==> src/rtl/mem_pkg.sv <==
// Shared types and default sizes for the inbound memory subsystem.
package mem_pkg;

    localparam int DEF_NUM_REQ = 8;
    localparam int DEF_DATA_W  = 128;
    localparam int DEF_ADDR_W  = 32;

    typedef enum logic {
        IDLE,
        BURST
    } wr_arb_state_t;

    typedef logic [$clog2(DEF_NUM_REQ)-1:0] req_idx_t;

endpackage

==> src/rtl/ib_wr_arbiter_rr_pick.sv <==
// Round-robin picker: first set request at or above ptr, wrapping modulo N.
// Purely combinational; zero latency, no backpressure.
module rr_pick #(
    parameter int N = 8
) (
    input  logic [N-1:0]         req,
    input  logic [$clog2(N)-1:0] ptr,
    output logic [N-1:0]         win_oh,
    output logic [$clog2(N)-1:0] win_idx,
    output logic                 found
);

    localparam int IW = $clog2(N);

    logic [IW-1:0] cand;

    always_comb begin
        cand    = '0;
        win_idx = '0;
        found   = 1'b0;
        for (int i = 0; i < N; i++) begin
            cand = ptr + IW'(i);
            if (!found && req[cand]) begin
                found   = 1'b1;
                win_idx = cand;
            end
        end
        win_oh = found ? (N'(1) << win_idx) : '0;
    end

endmodule

==> src/rtl/ib_wr_arbiter.sv <==
// Round-robin arbiter with burst locking onto the inbound RAM write port.
// One register stage to WrEn/WrAddr/WrData; ReqReady is combinational from state.
module ib_wr_arbiter
    import mem_pkg::*;
#(
    parameter int NUM_REQ   = DEF_NUM_REQ,
    parameter int DATA_W    = DEF_DATA_W,
    parameter int ADDR_W    = DEF_ADDR_W,
    parameter int MAX_BEATS = 16
) (
    input  logic                             clk,
    input  logic                             rst_n,
    input  logic [NUM_REQ-1:0]               ReqValid,
    input  logic [NUM_REQ-1:0][DATA_W-1:0]   ReqData,
    input  logic [NUM_REQ-1:0][ADDR_W-1:0]   ReqAddr,
    input  logic [NUM_REQ-1:0]               ReqLast,
    output logic [NUM_REQ-1:0]               ReqReady,
    output logic                             WrEn,
    output logic [ADDR_W-1:0]                WrAddr,
    output logic [DATA_W-1:0]                WrData,
    output logic [$clog2(NUM_REQ)-1:0]       GrantId,
    output logic                             Busy
);

    localparam int  IDX_W    = $clog2(NUM_REQ);
    localparam int  CNT_W    = $clog2(MAX_BEATS + 1);
    localparam bit  ONE_BEAT = (MAX_BEATS == 1);

    wr_arb_state_t      state_q, state_d;
    logic [IDX_W-1:0]   ptr_q, ptr_d;
    logic [IDX_W-1:0]   gnt_q, gnt_d;
    logic [CNT_W-1:0]   cnt_q, cnt_d;
    logic               wr_en_q, wr_en_d;
    logic [ADDR_W-1:0]  wr_addr_q, wr_addr_d;
    logic [DATA_W-1:0]  wr_data_q, wr_data_d;

    logic [NUM_REQ-1:0] win_oh;
    logic [IDX_W-1:0]   win_idx;
    logic               found;
    logic [IDX_W-1:0]   sel_idx;
    logic [CNT_W-1:0]   cnt_inc;
    logic               accept;
    logic               beat_last;

    rr_pick #(.N(NUM_REQ)) u_pick (
        .req     (ReqValid),
        .ptr     (ptr_q),
        .win_oh  (win_oh),
        .win_idx (win_idx),
        .found   (found)
    );

    always_comb begin
        sel_idx  = (state_q == IDLE) ? win_idx : gnt_q;
        ReqReady = '0;
        if (rst_n) begin
            if (state_q == IDLE) begin
                ReqReady = found ? win_oh : '0;
            end else begin
                ReqReady[gnt_q] = 1'b1;
            end
        end
        accept    = |(ReqValid & ReqReady);
        beat_last = ReqLast[sel_idx];
        cnt_inc   = cnt_q + CNT_W'(1);

        state_d   = state_q;
        ptr_d     = ptr_q;
        gnt_d     = gnt_q;
        cnt_d     = cnt_q;
        wr_en_d   = accept;
        wr_addr_d = accept ? ReqAddr[sel_idx] : wr_addr_q;
        wr_data_d = accept ? ReqData[sel_idx] : wr_data_q;

        case (state_q)
            IDLE: begin
                // The arbitration cycle carries the winner's first beat.
                if (accept) begin
                    gnt_d = win_idx;
                    cnt_d = CNT_W'(1);
                    if (beat_last || ONE_BEAT) begin
                        ptr_d = win_idx + IDX_W'(1);
                    end else begin
                        state_d = BURST;
                    end
                end
            end
            BURST: begin
                if (accept) begin
                    cnt_d = cnt_inc;
                    if (beat_last || (cnt_inc == CNT_W'(MAX_BEATS))) begin
                        state_d = IDLE;
                        ptr_d   = gnt_q + IDX_W'(1);
                    end
                end
            end
            default: state_d = IDLE;
        endcase
    end

    always_ff @(posedge clk) begin
        if (!rst_n) begin
            state_q   <= IDLE;
            ptr_q     <= '0;
            gnt_q     <= '0;
            cnt_q     <= '0;
            wr_en_q   <= 1'b0;
            wr_addr_q <= '0;
            wr_data_q <= '0;
        end else begin
            state_q   <= state_d;
            ptr_q     <= ptr_d;
            gnt_q     <= gnt_d;
            cnt_q     <= cnt_d;
            wr_en_q   <= wr_en_d;
            wr_addr_q <= wr_addr_d;
            wr_data_q <= wr_data_d;
        end
    end

    assign WrEn    = wr_en_q;
    assign WrAddr  = wr_addr_q;
    assign WrData  = wr_data_q;
    assign GrantId = gnt_q;
    assign Busy    = (state_q == BURST);

endmodule

==> config.mk <==
export PLATFORM = sky130hd
export DESIGN_NAME = ib_wr_arbiter
export DESIGN_NICKNAME = d
export VERILOG_FILES = /design/src/rtl/mem_pkg.sv /design/src/rtl/ib_wr_arbiter_rr_pick.sv /design/src/rtl/ib_wr_arbiter.sv
export SDC_FILE = /design/constraint.sdc
export NUM_CORES = 1
export LEC_CHECK = 0
export ABC_AREA = 1
export BUFFER_PORTS_ARGS = -buffer_cell sky130_fd_sc_hd__buf_4
export CAP_MARGIN = 20
export CORE_AREA = 2 2 578 580
export CTS_CLUSTER_SIZE = 16
export DETAILED_ROUTE_END_ITERATION = 10
export DIE_AREA = 0 0 580 582
export GPL_ROUTABILITY_DRIVEN = 1
export PLACE_DENSITY = 0.3
export SLEW_MARGIN = 20
export SYNTH_ARGS = -nofsm -noshare
export SYNTH_HDL_FRONTEND = slang
export SYNTH_SLANG_ARGS = --single-unit
==> constraint.sdc <==
create_clock -name clk -period 3.8 [get_ports clk]
set_input_delay 0.19 -clock clk [delete_from_list [all_inputs] [get_ports clk]]
set_output_delay 0.19 -clock clk [all_outputs]
set_load 0.01 [all_outputs]
### After elaboration in Yosys (flattened, before gate mapping)

Cells that the tools add are included.

* bits in registers: 173
* bits of input ports: 1298
* output and inout bits: 173

* add/sub/neg operators: 10
* $lt $le $gt $ge: 11
* equal/unequal tests: 5
* shift-type cells: 1
* mux-type cells: 57
* bitwise gates (word level): 2
* reduce and logical (&&, ||, !) cells: 20

Operators by type and width (count)
* $bmux W128 S3: 1
* $mux W128: 1
* $bmux W32 S3: 1
* $lt A3 B4 Y1 const B: 10
* $mux W3: 13
* $mux W32: 1
* $bmux W1 S3: 9
* $mux W8: 3
* $mux W1: 22
* $add A3 B3 Y3 const B: 4
* $mux W5: 2
* $pmux W5 S2: 1
* $add A3 B1 Y3 const B: 3
* $and A8 B8 Y8: 1
* $logic_and A1 B1 Y1: 8
* $reduce_or A8 Y1: 1
* $shl A1 B3 Y8 const A: 1
* $logic_not A1 Y1: 7
* $add A3 B2 Y3 const B: 2
* $pmux W3 S2: 1
* $add A5 B1 Y5 const B: 1
* $eq A5 B5 Y1 const B: 1
* $ne A2 B1 Y1 const B: 2
* $ne A2 B2 Y1 const B: 2
* 7 further kinds: 8

### Longest topological paths before layout

Gate-level depths: netlist of run 1.

* depth in word-level cells: 32
* depth in mapped cells: 30

### By module

Synthesis of run 1 repeated with hierarchy kept, for this count alone.

* cell total of the unflattened synthesis: 3887
* area, all modules: 20054.2 um^2

By module, submodules not included
* ib_wr_arbiter: times used 1, cells an instance 3718, area each 19158.4 um^2, seq. area each 3463.3 um^2
* rr_pick: times used 1, cells an instance 169, area each 895.9 um^2, seq. area each 0.0 um^2

### Worst setup path before layout of run 1

No wires, ideal clock.

* kind: flip-flop to flip-flop
* start: register ptr_q[0]
* end: register ptr_q[2]
* data arrival time: 3125 ps
* required time: 3685 ps
* setup slack: 559 ps
* cell stages (with the launch flop): 23
* clock period less this slack: 3241 ps
* cell sequence: dfxtp_1 buf_4 inv_2 buf_6 ha_1 inv_1 nand3_1 nand3_1 nand2_2 nor2_8 nand4_4 nor2_2 nand3_1 nand3_1 nor2_1 a21boi_2 buf_2 buf_2 ha_1 xor2_1 nand3_1 nand2_1 nor2_1

* longest elaborated chain between the ends: 32

Ends and longest elaborated chain
* from (decl): RTL line ib_wr_arbiter.sv:30 `logic [IDX_W-1:0] ptr_q, ptr_d;`
* from (signal assigned): RTL line ib_wr_arbiter.sv:112 `ptr_q <= ptr_d;`
* parallel branches: the longest is 32 deep, another holds $add A3 B1 Y3

Several ways; the timed one is not identified. The select of a mux whose other input is x is not followed.
A chain may end at the register's enable or synchronous reset.

### Final worst setup path of run 1

* start: register ptr_q[1]
* end: register wr_data_q[43] (netlist: WrData[43])

* longest elaborated chain between the ends: 30

Ends and longest elaborated chain
* parallel branches: the longest is 30 deep, another holds $add A3 B1 Y3
* to (signal assigned): RTL line ib_wr_arbiter.sv:117 `wr_data_q <= wr_data_d;`
* to (decl): RTL line ib_wr_arbiter.sv:35 `logic [DATA_W-1:0] wr_data_q, wr_data_d;`

Several ways; the timed one is not identified. The select of a mux whose other input is x is not followed.

==> flow_summary.yaml, run 1 <==
final_layout:
  final.fill_count: 39221
  area_delta_synth_final_pct: 115
  layout_common_cells: "1789 x buf_4, 1518 x nand2_1, 964 x nand3_1"
  layout.cells.most_common: "buf_4"
  fin_util_pct: 12.2
  drive_gt1_share_pct: 39.6
  nNetsFinal: 6621
floorplanning:
  std_cell_rows: 212
  dieHeight_um: 582
  fp.coreArea_um2: 332000
  die_w_um: 580
  io_pins: 1471
  floorplan.initialDensity_pct: 5.66
  die-area_um2: 338000
critical_path:
  crit_path_start_kind: "flop"
  reg_to_reg_setup_timing_slack_ns: 0.15
  worstSetupEndpointType: "flop"
  worst-path-max-fanout: 26
  critPathKind: "flop to flop"
  crit-reg2reg-capture: "WrData[43]$_SDFFE_PN0P_"
  reg2reg_depth: 22
  cp_data_arrival_time_ns: 4.10
  worstPathRequired_ns: 4.25
  worstReg2RegStart: "ptr_q[1]$_SDFFE_PN0P_"
global_routing:
  grt_overflow: 0
  grt_util_met2_pct: 22.9
  grt_util_all_layers_pct: 14.0
  grtUsageMet3_pct: 3.63
  grt_start_max_net_pins: 72
  grt_antenna_before_repair: 95
  grt_busiest_layer: "met2"
  first_global_vias: 33316
  met1_usage_pct: 18.3
  global_route_wire_length_before_repair_mm: 318
clock_network:
  cts_sinks: 173
  h-tree-depth: 4
  cts-root-buf: "clkbuf_16"
  post_cts_clock_slew_at_the_launch_and_capture_registers_of_the_worst_setup_and_hold_paths_ns: 0.08
  clk-insertion-delay-late_ns: 0.57
  clock_tree.buffer_depth: 3
  cts_tree: "yes"
  cts_buffers: 25
place:
  io_buffer_count: 1470
  gp_congestion: 0.908
  hpwlAfterDp_mm: 218
pwr:
  cellPowerDensity_nw_per_um2: 1260
  reported_leakage_power_nw: 19.2
  peakVddDrop_uv: 605
synth:
  yosysWarnings: 0
  syn_nets: 4965
  yosys.area_share.simple_pct: 66.5
  synth_xor_area_share_pct: 0.367
  yosys-mux-area-fraction_pct: 0
  synth.yosys.seq_area_share_pct: 18.4
  synth_compound_area_share_pct: 5.20
  postSynthRegisterBits: 173
  synth_top_family_by_area: "simple AND/OR/NAND/NOR gates"
  number_of_standard_cells_after_synthesis: 3663
  synth.cell_area_um2: 18800
  synth.avg_cell_area_um2: 5.13
  synth.distinct_cells: 37
  post_synth_fa_ha_maj_area_fraction_pct: 0.267
routing:
  wirelength_mm: 251
  wirelength_per_cell_um: 25.8
  drt_iter0_drcs: 2594
  dr_pass1_iterations: 5
  antenna_violating_nets_post_route: 0
  vias: 32809
  vias_per_cell: 3.37
  remaining_drc_errors: 0
sta:
  final.setup_skew_ns: 0.0207
  timing.final.setup_violations: 0
  hold_slack_ns: 0.0915
  unrepaired_setup_endpoints_after_global_routing: "yes"
  tightestPinTransition_ns: 0.824
  fin_tns_setup_ns: 0
  slew_viol_final: 0
  post-route-min-period_ns: 3.65
  timing.final.hold_violations: 0
  layout_worst_path_cycle_share_pct: 96.0
  maxClockFrequency_mhz: 274
  worst_slew_margin_relative_to_its_limit_pct: 45.1
worst_hold_path:
  worstHoldStart: "ReqData[165]"
  min_delay_worst_endpoint: "WrData[37]$_SDFFE_PN0P_"
  hold_path_class: "primary input to flop"
  hold_path_depth: 7
outcome:
  outcome: "finished clean"
job:
  max_cap_violations: 0
critical path: stages (launching register included):
cell	delay, ns
dfxtp_2	0.34
inv_2	0.05
ha_4	0.27
buf_6	0.12
nand3_2	0.10
nand2_2	0.09
nand2_1	0.07
nand2_2	0.12
nand3_2	0.12
nor2_4	0.12
buf_4	0.13
nand4_1	0.10
nand3_1	0.16
nor2_4	0.07
a21boi_4	0.25
buf_6	0.19
buf_12	0.20
buf_12	0.21
nand3_1	0.15
nand3_2	0.20
nand2_1	0.09
nor2_2	0.26
nor2_1	0.08
per-layer routing:
layer	vias up	wire, µm
li1	15283	-
met2	1545	115000
met4	28	4960
met5	-	174
met1	15791	112000
met3	162	18600
registers in the layout, indices dropped and copies added, names as in the netlist:
signal	flops
GrantId	3
WrAddr	32
WrEn	1
cnt_q	5
ptr_q	3
WrData	128
Busy	1
where the power goes:
group          total (mW)  internal [mW]  switching (mW)
combinational        45.4           16.5            28.9
sequential           2.98           2.48           0.500
clock                2.53           1.43            1.10
layout make-up:
cell class / count / area (µm²) / share of cell area (%)
timing repair buffer: 1937 / 16300 / 40.3
timing repair inverter: 1 / 11.3 / 0.0278
clock buffer: 27 / 653 / 1.61
tap: 4387 / 5490 / 13.6
multi-input combinational: 3144 / 14100 / 35.0
antenna: 24 / 60.1 / 0.148
sequential: 173 / 3470 / 8.57
inverter: 37 / 204 / 0.504
clock inverter: 6 / 110 / 0.272
logic make-up after synthesis:
group | after synthesis
AOI/OAI and AO/OA | 187
xor gates and xnor gates | 7
adders and majority gates | 4
buffers and inverters | 346
DFF | 173
and+or+nand+nor | 2946
cells in the mapped netlist, drive strengths merged:
cell type     n  share of area (%)
nand2      1545                 31
nand3      1029                 28
nor2        362                7.4
buf         249                7.2
dfxtp       173                 18
o21ai       169                4.5
clkbuf       60                1.2
inv          36               0.73
a21oi        11               0.35
nand4         6               0.28
a21boi        5               0.22
xor2          5               0.23
ha            4               0.27
nor3          2              0.080
o21bai        2              0.080
xnor2         2               0.13
clkinv        1              0.020
nor3b         1              0.040
or4           1              0.040
worst max path at each step:
stage / cells after the start / startpoint / end / slack (ns)
after CTS: 23 / ptr_q[0]$_SDFFE_PN0P_ / WrData[9]$_SDFFE_PN0P_ / -0.03
final: 22 / ptr_q[1]$_SDFFE_PN0P_ / WrData[43]$_SDFFE_PN0P_ / 0.15
after global routing: 28 / ptr_q[1]$_SDFFE_PN0P_ / WrData[23]$_SDFFE_PN0P_ / -0.04
after floorplan: 22 / ptr_q[0]$_SDFFE_PN0P_ / ptr_q[2]$_SDFFE_PN0P_ / 0.56
after global placement: 22 / ptr_q[0]$_SDFFE_PN0P_ / WrData[72]$_SDFFE_PN0P_ / -0.40
after detailed placement: 22 / ptr_q[1]$_SDFFE_PN0P_ / WrData[72]$_SDFFE_PN0P_ / -0.37
stage by stage:
step	worst slack [ns]	total power [mW]	instances	cell area, µm²
global route	-0.0385	55.0	9719	40400
global placement	-0.398	46.7	9641	38300
detailed placement	-0.368	46.5	9641	38300
CTS	-0.0343	50.0	9681	39400
finish	0.152	50.9	9736	40400
floorplan	0.559	20.9	3663	18800
repair_timing:
item | in CTS | in global routing
resized for setup | 52 | 121
setup buffers | 5 | 19
endpoints found under the hold margin | 4 | 0
gates cloned | 1 | 13
hold buffers | 1 | 0
endpoints found under the setup margin | 153 | 178
pin swaps | 2 | 11
Note: power is estimated with default switching activity, not from simulation.
==> inputs of run 2 (changes only) <==
--- a/config.mk
+++ b/config.mk
@@ -8,13 +8,14 @@
 export ABC_AREA = 1
 export BUFFER_PORTS_ARGS = -buffer_cell sky130_fd_sc_hd__buf_4
 export CAP_MARGIN = 20
-export CORE_AREA = 2 2 578 580
+export CORE_AREA = 2 2 580 582
 export CTS_CLUSTER_SIZE = 16
 export DETAILED_ROUTE_END_ITERATION = 10
-export DIE_AREA = 0 0 580 582
+export DIE_AREA = 0 0 582 584
 export GPL_ROUTABILITY_DRIVEN = 1
 export PLACE_DENSITY = 0.3
 export SLEW_MARGIN = 20
 export SYNTH_ARGS = -nofsm -noshare
 export SYNTH_HDL_FRONTEND = slang
+export SYNTH_HIERARCHICAL = 1
 export SYNTH_SLANG_ARGS = --single-unit
==> constraint.sdc (replaced) <==
create_clock -name clk -period 4.1 [get_ports clk]
set_input_delay 0.205 -clock clk [delete_from_list [all_inputs] [get_ports clk]]
set_output_delay 0.205 -clock clk [all_outputs]
set_load 0.01 [all_outputs]
==> flow_summary.yaml, run 2 <==
routing:
  vias: 34719
  wirelength_mm: 287
  remaining_drc_errors: 0
  antenna_violating_nets_post_route: 0
  dr_pass1_iterations: 5
  vias_per_cell: 3.54
  drt_iter0_drcs: 2638
  wirelength_per_cell_um: 29.2
pwr:
  p_comb_share_pct: 88.3
  clock_power_share_pct: 5.7
  cell_internal_pwr_mw: 16.5
  sw_frac_of_total_pct: 62.1
  power.net_switching_mw: 27.1
  pwr-share-seq_pct: 6.1
  cellPowerDensity_nw_per_um2: 1090
  peakVddDrop_uv: 502
  reported_leakage_power_nw: 18.2
synth:
  yosysWarnings: 6
  post-synth-top-count-cell: "nand2_1"
  syn_nets: 5189
  synth.distinct_cells: 36
  synth.cells.most_frequent: "1009 x nand2_1, 582 x a21oi_1, 580 x o21ai_0"
  postSynthRegisterBits: 173
  number_of_standard_cells_after_synthesis: 3887
  synth-main-ff-cell: "dfxtp_1"
  post-synth-top-area-fraction_pct: 18.9
  synth.cell_area_um2: 20100
  synth-edff-count: 0
  synth.top_cells.by_area: "nand2_1 19%, dfxtp_1 17%, a21oi_1 15%"
  yosysTopAreaCell: "nand2_1"
  asyncSetResetFlopFracSynth_pct: 0
  synth.avg_cell_area_um2: 5.16
  synth.yosys.seq_area_share_pct: 17.3
critical_path:
  slowest_library_cell_on_the_worst_path: "o21ai_0"
  crit_path_start_kind: "flop"
  worstPathRequired_ns: 4.59
  critPathKind: "flop to flop"
  critical_path_buf_inv_count: 9
  critPathTopFamily: "simple AND/OR/NAND/NOR gates"
  worstSetupEndpointType: "flop"
  worst-path-max-fanout: 38
  crit_path_max_incr_delay_ns: 0.40
  cp_data_arrival_time_ns: 4.45
clock_network:
  cts_tree: "yes"
  cts-root-buf: "clkbuf_16"
  holdBufCountCts: 0
  clock_tree.buffer_depth: 3
  cts_sinks: 173
  cts_buffers: 25
  clk-insertion-delay-late_ns: 0.59
  post_cts_clock_slew_at_the_launch_and_capture_registers_of_the_worst_setup_and_hold_paths_ns: 0.10
  h-tree-depth: 4
final_layout:
  drive_gt1_share_pct: 36.4
  layout_common_cells: "1766 x buf_4, 1005 x nand2_1, 573 x a21oi_1"
  final.fill_count: 39273
  layout.cells.non_filler: 9820
  register_area_um2: 3470
  area_delta_synth_final_pct: 99.1
  layout.cells.most_common: "buf_4"
  largest_register_ffs: 128
  total_area_of_multi_input_combinational_cells_um2: 15000
  nNetsFinal: 6689
outcome:
  outcome: "finished clean"
place:
  io_buffer_count: 1470
  gp_congestion: 0.910
  hpwlAfterDp_mm: 247
  dp.cells: 9735
global_routing:
  grt_antenna_before_repair: 183
  global_route_wire_length_before_repair_mm: 360
  grt_overflow: 0
  first_global_vias: 34665
  grt_util_all_layers_pct: 16.0
  grt_start_max_net_pins: 102
sta:
  maxClockFrequency_mhz: 252
  post-route-min-period_ns: 3.97
  final.setup_skew_ns: 0.0273
  timing.final.setup_violations: 0
  tightestPinTransition_ns: 0.843
  worst_slew_margin_relative_to_its_limit_pct: 43.8
  fin_tns_setup_ns: 0
  slew_viol_final: 0
  timing.final.hold_violations: 0
  layout_worst_path_cycle_share_pct: 96.7
floorplanning:
  dieHeight_um: 584
  fp.coreArea_um2: 333000
  die-area_um2: 340000
  die_w_um: 582
  io_pins: 1471
  floorplan.initialDensity_pct: 6.02
  std_cell_rows: 212
job:
  max_cap_violations: 0
worst_hold_path:
  hold_path_class: "primary input to flop"
-- run 2: cell types whose count changed after synthesis, sizes merged, moves of 85 or more --
cell	before	now
nand3	1029	431
a21oi	11	583
o21ai	169	702
nand2	1545	1020
nor2	362	538
clkbuf	60	216
buf	249	164
-- run 2: path summary, 6_finish.rpt --
check                                         startpoint                       end  slack, ns  cells after the start
worst max-delay path               ptr_q[1]$_SDFFE_PN0P_   WrData[31]$_SDFFE_PN0P_       0.13                     25
worst min-delay path                        ReqData[960]   WrData[64]$_SDFFE_PN0P_       0.11                      7
worst max register to register     ptr_q[1]$_SDFFE_PN0P_   WrData[31]$_SDFFE_PN0P_       0.13                     25
worst min register to register  WrData[111]$_SDFFE_PN0P_  WrData[111]$_SDFFE_PN0P_       0.46                      2
-- run 2: kinds of logic after synthesis --
kind of cell	Yosys count	synth area share [%]
AND/OR/NAND/NOR	2004	41.0
AO/OA/AOI/OAI	1288	32.3
buffers and inverters	411	8.87
flip-flops	173	17.3
XOR/XNOR	7	0.381
adder cells (fa/ha/maj)	4	0.250
-- run 2: worst register-to-register path, stage by stage (launching register included) --
cell     delay, ns
dfxtp_2       0.39
inv_4         0.05
buf_4         0.18
nand2_1       0.08
nand2_1       0.13
inv_2         0.12
nand3_1       0.09
nand2_2       0.16
inv_2         0.11
nand4_1       0.11
nand2_1       0.06
nor2_1        0.22
nand4_1       0.15
buf_4         0.19
nand2_8       0.10
nand2_4       0.10
buf_12        0.17
buf_12        0.16
buf_12        0.27
o21ai_0       0.17
nor2_1        0.09
o21ai_0       0.40
buf_4         0.20
nand2_1       0.04
nor2_1        0.09
nor2_1        0.06
-- run 2: cell type report --
type	count	share of cell area, %
multi-input cells	3303	37.6
repair buffers	1852	37.5
well taps	4387	13.7
flip-flops and latches	173	8.68
clock buffers	28	1.64
inverters	31	0.367
clock inverters	5	0.263
diodes	40	0.251
repair inverters	1	0.0219
-- run 2: routing by layer --
layer  GRT usage [%]  vias up  part of all wire (%)
li1                -    16141                     -
met1            19.9    16501                    43
met2            26.7     1675                    46
met3            5.67      308                   9.0
met4            2.53       94                   1.6
met5               0        -                  0.21
-- run 2: power groups by stage --
stage	clock [mW]	sequential (mW)	combinational, mW
after floorplan	0	2.70	16.6
after global placement	0	2.70	38.8
after detailed placement	0	2.69	38.6
after CTS	2.65	2.66	38.8
after global routing	2.65	2.70	42.0
final	2.47	2.65	38.5
-- run 2: timing repair --
| item | 4_1_cts | 5_1_grt |
|---|---|---|
| endpoints found under the setup margin | 105 | 173 |
| buffers inserted | 1 | 10 |
| pin swaps | 2 | 3 |
| resized for setup | 16 | 58 |
| hold endpoints to repair | 0 | 0 |
| cloned | 0 | 2 |
-- run 2: through the flow --
step / hold WS (ns) / power [mW] / setup slack (ns) / instance area [µm²] / util, %
5_1_grt: 0.0955 / 47.4 / -0.00402 / 39800 / 12.0
6_report: 0.110 / 43.6 / 0.135 / 39900 / 12.0
3_3_place_gp: 0.454 / 41.5 / -0.555 / 38800 / 11.6
4_1_cts: 0.0448 / 44.1 / 0.0137 / 39600 / 11.9
3_5_place_dp: 0.455 / 41.2 / -0.463 / 38800 / 11.6
2_1_floorplan: 0.383 / 19.3 / 0.749 / 20100 / -
